--- src/rtl/cpu_bus_port_arb_pkg.sv ---
// Shared types for the CPU bus port arbiter: bus widths, state/owner encodings
// and the round-robin winner selection used in IDLE.
package cpu_bus_port_arb_pkg;

  localparam int WORD_ADDR_W = 30;
  localparam int WORD_DATA_W = 32;
  localparam int TO_CNT_W    = 8;

  typedef enum logic [1:0] {
    BPA_IDLE      = 2'd0,
    BPA_WAIT_GRNT = 2'd1,
    BPA_OWN       = 2'd2
  } bpa_state_e;

  typedef enum logic {
    BPA_OWNER_IF  = 1'b0,
    BPA_OWNER_MEM = 1'b1
  } bpa_owner_e;

  // On a tie the requester that did not own the bus last time wins.
  function automatic bpa_owner_e pick_owner(input logic if_req_n,
                                            input logic mem_req_n,
                                            input bpa_owner_e last_owner);
    bpa_owner_e win;
    if (!if_req_n && !mem_req_n) begin
      if (last_owner == BPA_OWNER_IF) win = BPA_OWNER_MEM;
      else                            win = BPA_OWNER_IF;
    end else if (!if_req_n) begin
      win = BPA_OWNER_IF;
    end else begin
      win = BPA_OWNER_MEM;
    end
    return win;
  endfunction

endpackage

--- src/rtl/cpu_bus_port_arb_timeout_cnt.sv ---
// Slave-response watchdog: counts strobed cycles without ready and flags the
// cycle on which the transfer must be aborted.
module bus_timeout_cnt
  import cpu_bus_port_arb_pkg::*;
#(
  parameter int unsigned TIMEOUT_CYC = 255
) (
  input  logic clk,
  input  logic reset,
  input  logic run,
  input  logic clr,
  output logic expire
);

  localparam bit                  ENABLE_C = (TIMEOUT_CYC != 0);
  localparam logic [TO_CNT_W-1:0] LIMIT_C  =
    (TIMEOUT_CYC == 0) ? 8'd0 : 8'(TIMEOUT_CYC - 1);

  logic [TO_CNT_W-1:0] cnt_r;

  assign expire = ENABLE_C && run && (cnt_r == LIMIT_C);

  // Wait counter; restarts whenever the slave answers, the strobe drops or the bus is released.
  always_ff @(posedge clk or negedge reset) begin
    if (!reset) begin
      cnt_r <= 8'd0;
    end else if (clr || !run || expire) begin
      cnt_r <= 8'd0;
    end else begin
      cnt_r <= cnt_r + 8'd1;
    end
  end

endmodule

--- src/rtl/cpu_bus_port_arb.sv ---
// Merges the IF and MEM stage bus requesters onto one external master port
// with round-robin arbitration, zero-latency pass-through and a slave watchdog.
module cpu_bus_port_arb
  import cpu_bus_port_arb_pkg::*;
#(
  parameter int unsigned TIMEOUT_CYC = 255
) (
  input  logic                   clk,
  input  logic                   reset,
  input  logic                   if_req_,
  input  logic [WORD_ADDR_W-1:0] if_addr,
  input  logic                   if_as_,
  input  logic                   if_rw,
  input  logic [WORD_DATA_W-1:0] if_wr_data,
  output logic                   if_grnt_,
  output logic                   if_rdy_,
  output logic [WORD_DATA_W-1:0] if_rd_data,
  output logic                   if_err,
  input  logic                   mem_req_,
  input  logic [WORD_ADDR_W-1:0] mem_addr,
  input  logic                   mem_as_,
  input  logic                   mem_rw,
  input  logic [WORD_DATA_W-1:0] mem_wr_data,
  output logic                   mem_grnt_,
  output logic                   mem_rdy_,
  output logic [WORD_DATA_W-1:0] mem_rd_data,
  output logic                   mem_err,
  output logic                   m_req_,
  output logic [WORD_ADDR_W-1:0] m_addr,
  output logic                   m_as_,
  output logic                   m_rw,
  output logic [WORD_DATA_W-1:0] m_wr_data,
  input  logic                   m_grnt_,
  input  logic                   m_rdy_,
  input  logic [WORD_DATA_W-1:0] m_rd_data
);

  bpa_state_e state_r, state_nxt_s;
  bpa_owner_e owner_r, owner_nxt_s;
  bpa_owner_e last_owner_r, last_owner_nxt_s;

  logic                   own_is_mem_s;
  logic                   own_req_s;
  logic                   own_as_s;
  logic                   own_rw_s;
  logic [WORD_ADDR_W-1:0] own_addr_s;
  logic [WORD_DATA_W-1:0] own_wr_data_s;
  logic                   run_s;
  logic                   rel_s;
  logic                   expire_s;

  assign own_is_mem_s  = (owner_r == BPA_OWNER_MEM);
  assign own_req_s     = own_is_mem_s ? mem_req_    : if_req_;
  assign own_as_s      = own_is_mem_s ? mem_as_     : if_as_;
  assign own_rw_s      = own_is_mem_s ? mem_rw      : if_rw;
  assign own_addr_s    = own_is_mem_s ? mem_addr    : if_addr;
  assign own_wr_data_s = own_is_mem_s ? mem_wr_data : if_wr_data;

  // A preempted owner does not drive a strobe, so it must not age the watchdog.
  assign run_s = (state_r == BPA_OWN) && !own_as_s && !m_grnt_ && m_rdy_;
  assign rel_s = (state_r == BPA_OWN) && own_req_s;

  bus_timeout_cnt #(
    .TIMEOUT_CYC (TIMEOUT_CYC)
  ) u_timeout (
    .clk    (clk),
    .reset  (reset),
    .run    (run_s),
    .clr    (rel_s),
    .expire (expire_s)
  );

  // Arbitration state, current owner and round-robin history.
  always_ff @(posedge clk or negedge reset) begin
    if (!reset) begin
      state_r      <= BPA_IDLE;
      owner_r      <= BPA_OWNER_IF;
      last_owner_r <= BPA_OWNER_IF;
    end else begin
      state_r      <= state_nxt_s;
      owner_r      <= owner_nxt_s;
      last_owner_r <= last_owner_nxt_s;
    end
  end

  // Next-state decode plus the combinational bus steering for the current owner.
  always_comb begin
    state_nxt_s      = state_r;
    owner_nxt_s      = owner_r;
    last_owner_nxt_s = last_owner_r;
    m_req_           = 1'b1;
    m_as_            = 1'b1;
    m_rw             = 1'b1;
    m_addr           = '0;
    m_wr_data        = '0;
    if_grnt_         = 1'b1;
    if_rdy_          = 1'b1;
    if_rd_data       = '0;
    if_err           = 1'b0;
    mem_grnt_        = 1'b1;
    mem_rdy_         = 1'b1;
    mem_rd_data      = '0;
    mem_err          = 1'b0;

    case (state_r)
      BPA_IDLE: begin
        if (!if_req_ || !mem_req_) begin
          owner_nxt_s = pick_owner(if_req_, mem_req_, last_owner_r);
          state_nxt_s = BPA_WAIT_GRNT;
        end else begin
          state_nxt_s = BPA_IDLE;
        end
      end
      BPA_WAIT_GRNT: begin
        m_req_ = 1'b0;
        if (own_req_s) begin
          state_nxt_s = BPA_IDLE;
        end else if (!m_grnt_) begin
          state_nxt_s = BPA_OWN;
        end else begin
          state_nxt_s = BPA_WAIT_GRNT;
        end
      end
      BPA_OWN: begin
        m_req_    = 1'b0;
        m_as_     = own_as_s | m_grnt_ | expire_s;
        m_rw      = own_rw_s;
        m_addr    = own_addr_s;
        m_wr_data = own_wr_data_s;
        if (own_is_mem_s) begin
          mem_grnt_   = 1'b0;
          mem_rdy_    = m_rdy_ & ~expire_s;
          mem_rd_data = expire_s ? '0 : m_rd_data;
          mem_err     = expire_s;
        end else begin
          if_grnt_    = 1'b0;
          if_rdy_     = m_rdy_ & ~expire_s;
          if_rd_data  = expire_s ? '0 : m_rd_data;
          if_err      = expire_s;
        end
        if (own_req_s) begin
          state_nxt_s      = BPA_IDLE;
          last_owner_nxt_s = owner_r;
        end else if (m_grnt_) begin
          state_nxt_s = BPA_WAIT_GRNT;
        end else begin
          state_nxt_s = BPA_OWN;
        end
      end
      default: begin
        state_nxt_s = BPA_IDLE;
      end
    endcase
  end

endmodule
--- config.mk ---
export PLATFORM = sky130hd
export DESIGN_NAME = cpu_bus_port_arb
export DESIGN_NICKNAME = d
export VERILOG_FILES = /design/src/rtl/cpu_bus_port_arb_pkg.sv /design/src/rtl/cpu_bus_port_arb_timeout_cnt.sv /design/src/rtl/cpu_bus_port_arb.sv
export SDC_FILE = /design/constraint.sdc
export NUM_CORES = 1
export LEC_CHECK = 0
export ABC_AREA = 1
export CAP_MARGIN = 25
export CORE_AREA = 4 4 114 116
export DETAILED_ROUTE_END_ITERATION = 10
export DIE_AREA = 0 0 118 120
export PLACE_DENSITY = 0.67
export RECOVER_POWER = 50
export SYNTH_ARGS = -nofsm -noshare
export SYNTH_HDL_FRONTEND = slang
export SYNTH_HIERARCHICAL = 1
export SYNTH_SLANG_ARGS = --single-unit
--- constraint.sdc ---
create_clock -name clk -period 2.6 [get_ports clk]
set_clock_uncertainty 0.1 [all_clocks]
set_input_delay 0.26 -clock clk [delete_from_list [all_inputs] [get_ports clk]]
set_output_delay 0.26 -clock clk [all_outputs]
set_load 0.01 [all_outputs]
======== Yosys cells after proc, flatten, opt, wreduce, memory -nomap -nowiden ========
Cells that the tools add are included.
word-level totals
  logic and storage cells ................. 65
  register bits after elaboration ......... 12
operators by class
  eq/ne operators ......................... 3
  bitwise operators ....................... 4
  add/sub/neg operators ................... 1
  reductions and logical operators ........ 18
  mux-type cells .......................... 35
operators with widths
  cell                                                                   count
  32-bit two-way mux                                                     7
  30-bit two-way mux                                                     2
  1-bit two-way mux                                                      22
  8-bit by 1-bit adder with 8-bit output, second input constant          1
  8-bit equality test, second input constant                             1
  8-bit two-way mux                                                      1
  1-bit logical AND                                                      6
  1-bit zero test                                                        5
  2-bit two-way mux                                                      2
  2-bit case mux with 2 select lines                                     1
  2-bit AND reduction                                                    2
  1-bit logical OR                                                       3
  2-bit by 1-bit equality test with 1-bit output, second input constant  1
  2-bit equality test, second input constant                             1
  2-bit zero test                                                        1
  1-bit bitwise OR                                                       2
  2-bit OR reduction                                                     1
  1-bit AND                                                              1
  1-bit NOT                                                              1

======== Longest topological paths before layout ========
Gate-level depths: netlist of run 1.
  depth after elaboration ................. 10
  depth in mapped cells ................... 14

======== Cells and area by module ========
Netlist of run 1, hierarchy kept.
modules (own cells, without submodules)
  module            instances  cells each  area an instance (µm²)  sequential area each (µm²)
  cpu_bus_port_arb  1          357         1537.7                  100.1
  bus_timeout_cnt   1          51          440.4                   200.2

======== Worst setup path before layout of run 1 ========
Ideal clock, no wire load.
  path kind ............................... register -> output
  start ................................... register state_r[0]
  end ..................................... output if_err
  path slack .............................. 279 ps
  cell stages (with the launch flop) ...... 14
  arrival ................................. 1961 ps
  cells stage by stage .................... dfrtp_1 > inv_1 > ha_1 > inv_1 > nor2_1 > nand3_1 > nor2_1 > nand2_1 > nor2_1 > nand2_2 > inv_1 > clkinv_1 > buf_2 > nor2_1
between the ends
  longest elaborated chain between the ends .. 7
RTL lines
  what                            line                                RTL
  from (decl)                     cpu_bus_port_arb.sv:38              bpa_state_e state_r, state_nxt_s;
  from (signal assigned)          cpu_bus_port_arb.sv:80              state_r <= state_nxt_s;
  2-bit equality test             cpu_bus_port_arb.sv:60              assign run_s = (state_r == BPA_OWN) && !own_as_s && !m_grnt_ && m_rdy_;
  1-bit logical AND (3 in a row)  cpu_bus_port_arb.sv:60
  via run_s                       cpu_bus_port_arb.sv:48              logic run_s;
  1-bit logical AND               cpu_bus_port_arb_timeout_cnt.sv:21  assign expire = ENABLE_C && run && (cnt_r == LIMIT_C);
  via expire_s                    cpu_bus_port_arb.sv:50              logic expire_s;
  1-bit two-way mux               cpu_bus_port_arb.sv:130             if (own_is_mem_s) begin
  1-bit two-way mux               cpu_bus_port_arb.sv:105             case (state_r)
  to (decl)                       cpu_bus_port_arb.sv:18              output logic if_err,
The timed path passes the listed nets, and every way through them passes these cells.

======== Final worst setup path of run 1 ========
  start ................................... register state_r[0]
  end ..................................... output m_wr_data[6]
between the ends
  longest elaborated chain between the ends .. 2
RTL lines
  what                 line                     RTL
  2-bit equality test  cpu_bus_port_arb.sv:105
  32-bit two-way mux   cpu_bus_port_arb.sv:105
  to (decl)            cpu_bus_port_arb.sv:32   output logic [WORD_DATA_W-1:0] m_wr_data,
Every way passes these cells.

==> key figures, run 1 <==
Drt
  • Vias: 3,568
  • Routed wire length: 11.9 mm
  • Met3 wire len: 996 µm
  • M1 WL: 4.63 mm
  • # DRC: 0
  • Vias per inst: 4.18
  • Max Used Layer: met4
  • DR WL met2: 6.19 mm
  • Drt wl/cell: 14.0 µm
  • DRT Pass-1 Iters: 4
  • Remaining antenna violation count: 0
  • Iter 0 DRT Violations: 149

Critical path
  • Worst Path Required: approximately 2.2 ns
  • Worst-path cell chain: inv_2 > ha_2 > buf_4 > nand2_2 > inv_6 > buf_12 > nand2_1 > nand2_1 > clkdlybuf4s50_1
  • Worst setup EP type: output pin
  • CP peak stage delay: 0.54 ns
  • CP Data Arrival Time: ~2.2 ns
  • Setup crit start kind: flop
  • Setup Crit Path Kind: flop to output pin
  • Worst reg-to-reg path cell count: 12
  • CP most frequent cell: nand2_1
  • CP Max Fanout: 37
  • Critical Path Slowest Stage Cell: clkdlybuf4s50_1

Cells and area
  • Layout cell share with drive strength beyond 1: 16.5%
  • Most frequent cells in the layout: nand2_1, clkdlybuf4s50_1, nor2_1
  • Layout area overhead: 152%
  • # fillers: between 1,000 and 1,500
  • FF+latch area: approximately 300 µm²
  • ANT cells: 0
  • Fin area: 0.00499 mm²
  • Layout Nets: 879
  • Leading cell type in the layout, fill and taps excluded: nand2_1
  • Multi-input gate area: 0.00150 mm²
  • Final core occ: 41.9%

Clock tree
  • H-Tree Level Count: 1
  • Clock tree from TritonCTS: built
  • Skew-Pair Late Insertion Delay: 0.24 ns
  • CTS max path bufs: 2
  • Clock slew at reported path FFs: about 0.04 ns
  • Root Buffer: clkbuf_16
  • CTS Buf Count: 3
  • CTS Sinks: 12
  • CTS Hold Buffers Added: 0

Placement
  • DPL Wire Length: roughly 10 mm
  • Placed Area: a little over 0.005 mm²
  • IO buf count: 300
  • Routability cong.: 0.902

Floorplan
  • Core footprint: 0.0119 mm²
  • Starting density of the core: 16.6%
  • Die height: 120 µm
  • Die ar.: between 0.01 and 0.015 mm²
  • Site row count: 40
  • Die X: 118 µm
  • IO Pins: roughly 300

Pwr
  • Cell Pwr Density: about 360 mW/mm²
  • LEAKAGE: 2.49 nW
  • Peak supply drop: 265 µV
  • Total design power: 0.00181 W

Worst hold path
  • Path category of the worst min-delay check: input pin to async pin

Outcome
  • Status: finished, final reports clean

Logic synthesis
  • Post-synthesis simple-gate area fraction: 68.7%
  • Largest family of logic cells by synthesized area: simple AND/OR/NAND/NOR gates
  • Syn Area/Cell: 4.85 µm²
  • Post-synthesis xor/xnor area fraction: 1.33%
  • Synth Instances: 408
  • Synth cell types: 23
  • Synthesis-stage register bit count: 12
  • Adder-cell share of the synthesized area: under 10%
  • Cell area after synthesis: a little under 0.002 mm²
  • Synth warn: 6
  • Post-synthesis compound-gate area fraction: 1.08%
  • Mapped Nets: roughly 580
  • Mux share of post-synthesis cell area: 0%
  • Sequential area share after synthesis: 15.2%

Global route
  • Number of global-route vias before repair: 3,600
  • GRT Overall Usage: 15.6%
  • GRT overflow: 0
  • Pin count of the biggest net entering global routing: 49
  • Antenna violations before repair: 0
  • First-pass GRT wire length: between 15 and 20 mm

Timing
  • Worst-margin pin slew: 0.556 ns
  • Fin crit share: 98.3%
  • RSZ-0062 raised after global routing: yes
  • Min Tclk post-route: 2.56 ns
  • Final Hold Fails: 0
  • Setup-failing EPs final: 0
  • Fmax: 391 MHz
  • Post-route setup TNS: 0 ns
  • Rel. slew slack: a little over three fifths
  • Worst hold margin: 0.355 ns
  • Max-slew violations: 0

Run
  • Max-cap check violation count: 0
## area by class of cell
cell class | count | share of cell area (%)
Tap cell | 147 | 3.69
Inverter | 18 | 1.56
Multi-Input combinational cell | 357 | 30.1
Clock buffer | 4 | 1.78
Sequential cell | 12 | 6.02
Timing Repair Buffer | 316 | 56.8
## logic make-up (layout without fill, tap and decap cells)
| logic type | Yosys count | in the layout |
|---|---|---|
| buf+inv | 39 | 338 |
| compound gates | 3 | 3 |
| xor+xnor | 3 | 3 |
| flops | 12 | 12 |
| simple gates | 346 | 346 |
| fa+ha+maj | 5 | 5 |
## synth_stat cells
cell / count / area [µm²]
nand2_2: 4 / 25.0
clkinv_1: 1 / 3.75
nand2_4: 1 / 11.3
buf_2: 12 / 60.1
buf_6: 6 / 67.6
nand3_4: 1 / 17.5
inv_4: 1 / 6.26
a21oi_1: 1 / 5.00
nor2_1: 77 / 289
nand4_1: 1 / 6.26
inv_2: 2 / 7.51
nor2_4: 1 / 11.3
nand3_1: 9 / 45.0
clkbuf_1: 3 / 11.3
inv_1: 14 / 52.6
nor2_2: 3 / 18.8
ha_1: 5 / 62.6
xnor2_1: 1 / 8.76
dfrtp_1: 12 / 300
xor2_1: 2 / 17.5
nand2_1: 249 / 935
o21bai_1: 1 / 7.51
o22a_1: 1 / 8.76
## per-layer routing
metal	GRT usage, %	vias to the layer above
met2	29.9	182
met3	3.96	6
li1	-	1815
met4	2.12	0
met1	17.7	1565
met5	0	-
## flip-flops by register name, indices dropped and copies added (netlist names)
register and count:
state_r 2, u_timeout/cnt_r 8, own_is_mem_s 1, last_owner_r 1
## final timing paths
check | to | slack [ns] | start
setup / recovery | m_wr_data[6] | 0.04 | state_r[0]
hold / removal | u_timeout/cnt_r[3] | 0.36 | reset
setup reg to reg | u_timeout/cnt_r[2] | 0.81 | state_r[0]
hold reg to reg | last_owner_r | 0.41 | last_owner_r
max in group asynchronous | u_timeout/cnt_r[6] | 1.68 | reset
min in group clk | last_owner_r | 0.41 | last_owner_r
## power by group
group          internal, W  leakage (nW)  switching, W  total [W]
Sequential        0.000216         0.162     0.0000320   0.000248
Combinational     0.000675          2.28      0.000576    0.00125
Clock             0.000232        0.0442     0.0000769   0.000309
Total              0.00112          2.49      0.000685    0.00181
## metrics by stage
step	instances	setup slack, ns
2_1_floorplan	408	0.279
3_3_place_gp	847	-0.0657
3_5_place_dp	847	-0.101
4_1_cts	852	0.0000191
5_1_grt	854	-0.0687
6_report	854	0.0440
## what timing repair did
item | 4_1_cts | 5_1_grt
setup buffers | 0 | 2
hold endpoints to repair | 0 | 0
pin swaps | 0 | 2
gates cloned | 1 | 0
gates resized for setup | 110 | 124
endpoints found under the setup margin | 106 | 117
## critical path, delay by kind of cell (launching register included)
kind	cells	cell delay [ns]
simple gates	3	0.26
buf+inv	5	1.11
fa+ha+maj	1	0.18
flops	1	0.38
Note: power is estimated with default switching activity, not from simulation.
==> run 2, diff against run 1 <==
--- a/config.mk
+++ b/config.mk
@@ -10,6 +10,7 @@
 export CORE_AREA = 4 4 114 116
 export DETAILED_ROUTE_END_ITERATION = 10
 export DIE_AREA = 0 0 118 120
+export GPL_TIMING_DRIVEN = 0
 export PLACE_DENSITY = 0.67
 export RECOVER_POWER = 50
 export SYNTH_ARGS = -nofsm -noshare
==> run 2 against run 1 <==
Via count up 1.2%. Register-to-register slack worse by 0.13 ns. Die area unchanged. Cell count up 1.8%. Clock power down 12%. Wire length up 6.0%. Sequential power up 2%. Core utilization up 0.51 points. Final area up 1.2%. Critical path type unchanged. Largest power group unchanged.
==> key figures, run 2 (synthesis results as in run 1) <==
Cells and area
  • Most frequent cells in the layout: nand2_1, clkdlybuf4s50_1, nor2_1 (unchanged)
  • Largest registers: u_timeout/cnt_r: 8 flops, state_r: 2 flops (unchanged)
  • Final core occ: 42.4% (was 41.9%)
  • Largest Register: u_timeout/cnt_r (unchanged)
  • Layout cell share with drive strength beyond 1: 14.8% (was 16.5%)
  • ANT cells: 0 (unchanged)
  • Layout Nets: 895 (was 879)
  • Layout area overhead: 155% (was 152%)
  • Leading cell type in the layout, fill and taps excluded: nand2_1 (unchanged)
  • Max reg flops: 8 (unchanged)
  • Layout Cells excl Fill: 869 (was 854)

Global route
  • Number of global-route vias before repair: 3,526 (was 3,600)
  • GRT Overall Usage: 16.4% (was 15.6%)
  • First-pass GRT wire length: 19.1 mm (was 18.4 mm)
  • Pin count of the biggest net entering global routing: 13 (was 49)
  • GRT overflow: 0 (unchanged)
  • Antenna violations before repair: 0 (unchanged)

Timing
  • Fmax: 401 MHz (was 391 MHz)
  • Min Tclk post-route: 2.49 ns (was 2.56 ns)
  • Worst-margin pin slew: 0.541 ns (was 0.556 ns)
  • Worst hold margin: 0.347 ns (was 0.355 ns)
  • Fin crit share: 95.9% (was 98.3%)
  • Setup-failing EPs final: 0 (unchanged)
  • Max-slew violations: 0 (unchanged)
  • Final Hold Fails: 0 (unchanged)
  • RSZ-0062 raised after global routing: no (was yes)
  • Rel. slew slack: 63.8% (was 62.8%)

Floorplan
  • Core footprint: 0.0119 mm² (unchanged)
  • Starting density of the core: 16.6% (unchanged)
  • Die ar.: 0.0142 mm² (unchanged)
  • Die X: 118 µm (unchanged)
  • Die height: 120 µm (unchanged)
  • IO Pins: 301 (unchanged)
  • Site row count: 40 (unchanged)

Clock tree
  • CTS Hold Buffers Added: 0 (unchanged)
  • Skew-Pair Late Insertion Delay: 0.24 ns (about the same)
  • H-Tree Level Count: 1 (unchanged)
  • CTS max path bufs: 2 (unchanged)
  • CTS Sinks: 12 (unchanged)
  • Clock tree from TritonCTS: built (unchanged)
  • CTS Buf Count: 3 (unchanged)
  • Clock slew at reported path FFs: 0.04 ns (about the same)
  • Root Buffer: clkbuf_16 (unchanged)

Drt
  • Remaining antenna violation count: 0 (unchanged)
  • Routed wire length: 12.6 mm (was 11.9 mm)
  • Vias per inst: 4.15 (was 4.18)
  • Drt wl/cell: 14.5 µm (was 14.0 µm)
  • # DRC: 0 (unchanged)
  • Vias: 3,610 (was 3,568)
  • DRT Pass-1 Iters: 4 (unchanged)
  • Iter 0 DRT Violations: 153 (was 149)

Outcome
  • Status: finished, final reports clean (unchanged)

Pwr
  • LEAKAGE: 2.52 nW (was 2.49 nW)
  • Peak supply drop: 200 µV (was 265 µV)
  • Cell Pwr Density: 358 mW/mm² (was 362 mW/mm²)
  • Total design power: 0.00181 W (about the same)

Critical path
  • CP most frequent cell: nand2_1 (unchanged)
  • Worst Path Required: 2.24 ns (about the same)
  • CP Data Arrival Time: 2.13 ns (was 2.20 ns)
  • Worst-path cell chain: inv_2 > ha_4 > buf_4 > nand2_4 > inv_8 > buf_6 > nand2_1 > nand2_1 > clkdlybuf4s50_1 (was inv_2 > ha_2 > buf_4 > nand2_2 > inv_6 > buf_12 > nand2_1 > nand2_1 > clkdlybuf4s50_1)
  • Worst setup EP type: output pin (unchanged)
  • CP Max Fanout: 10 (was 37)
  • Setup Crit Path Kind: flop to output pin (unchanged)
  • CP peak stage delay: 0.55 ns (was 0.54 ns)
  • Setup crit start kind: flop (unchanged)
  • Critical Path Slowest Stage Cell: clkdlybuf4s50_1 (unchanged)
  • CP delay by family, top: buffers and inverters (unchanged)
  • WP buf/inv: 5 (unchanged)

Worst hold path
  • Path category of the worst min-delay check: input pin to async pin (unchanged)

Placement
  • Placed Instances: 855 (was 847)
  • IO buf count: 300 (unchanged)
  • DPL Wire Length: 10.7 mm (was 10.0 mm)
  • Routability cong.: 0.896 (was 0.902)

Run
  • Max-cap check violation count: 0 (unchanged)
## run 2: changes by cell type in the layout (fill, tap and decap cells not counted), sizes merged
cell	previous run	this run
clkdlybuf4s15	0	1
clkbuf	64	45
buf	25	55
inv	17	19
clkdlybuf4s50	230	227
clkinv	1	0
dlygate4sd2	0	2
dlygate4sd3	1	4
## run 2: what timing repair did
| item | in CTS | in global routing |
|---|---|---|
| endpoints found under the setup margin | 128 | 98 |
| pin swaps | 2 | 2 |
| gates resized for setup | 174 | 104 |
| gates cloned | 1 | 0 |
| buffers inserted | 5 | 5 |
## run 2: final timing paths
check                                  start                 end  slack, ns  cells past startpoint
worst max-delay path              state_r[0]          m_addr[22]       0.11                      9
worst min-delay path                   reset  u_timeout/cnt_r[3]       0.35                      1
worst max register to register    state_r[0]  u_timeout/cnt_r[6]       0.68                     12
worst min register to register  last_owner_r        last_owner_r       0.38                      2
max in group asynchronous              reset          state_r[0]       1.69                      1
min in group clk                last_owner_r        last_owner_r       0.38                      2
## run 2: routing by layer
layer  vias to the layer above  GRT usage [%]  part of all wire (%)
li1                       1843              -                     -
met1                      1581           18.3                    39
met2                       178           32.0                    53
met3                         8           3.77                   7.1
met4                         0           2.64                  0.86
met5                         -              0                     0
## run 2: where the power goes
| group | internal [W] | switching (W) |
|---|---|---|
| Sequential | 0.000216 | 0.0000371 |
| Clock | 0.000200 | 0.0000730 |
| Combinational | 0.000686 | 0.000594 |
| Total | 0.00110 | 0.000704 |
## run 2: area by class of cell
class                           instances  area [µm²]
Fill cell                            1267        6860
Timing Repair Buffer                  310        2720
Multi-Input combinational cell        357        1500
Sequential cell                        12         300
Buffer                                 21         184
Tap cell                              147         184
Inverter                               18        80.1
Clock buffer                            3        75.1
Timing Repair inverter                  1        6.26
## run 2: stage by stage
stage	setup slack (ns)	instance area, µm²	setup TNS (ns)
after floorplan	0.279	1980	0
after global placement	-0.563	5160	-33.18
after detailed placement	-0.604	5160	-35.49
after CTS	-0.0890	5270	-1.56
after global routing	0.0139	5050	0
final	0.108	5050	0
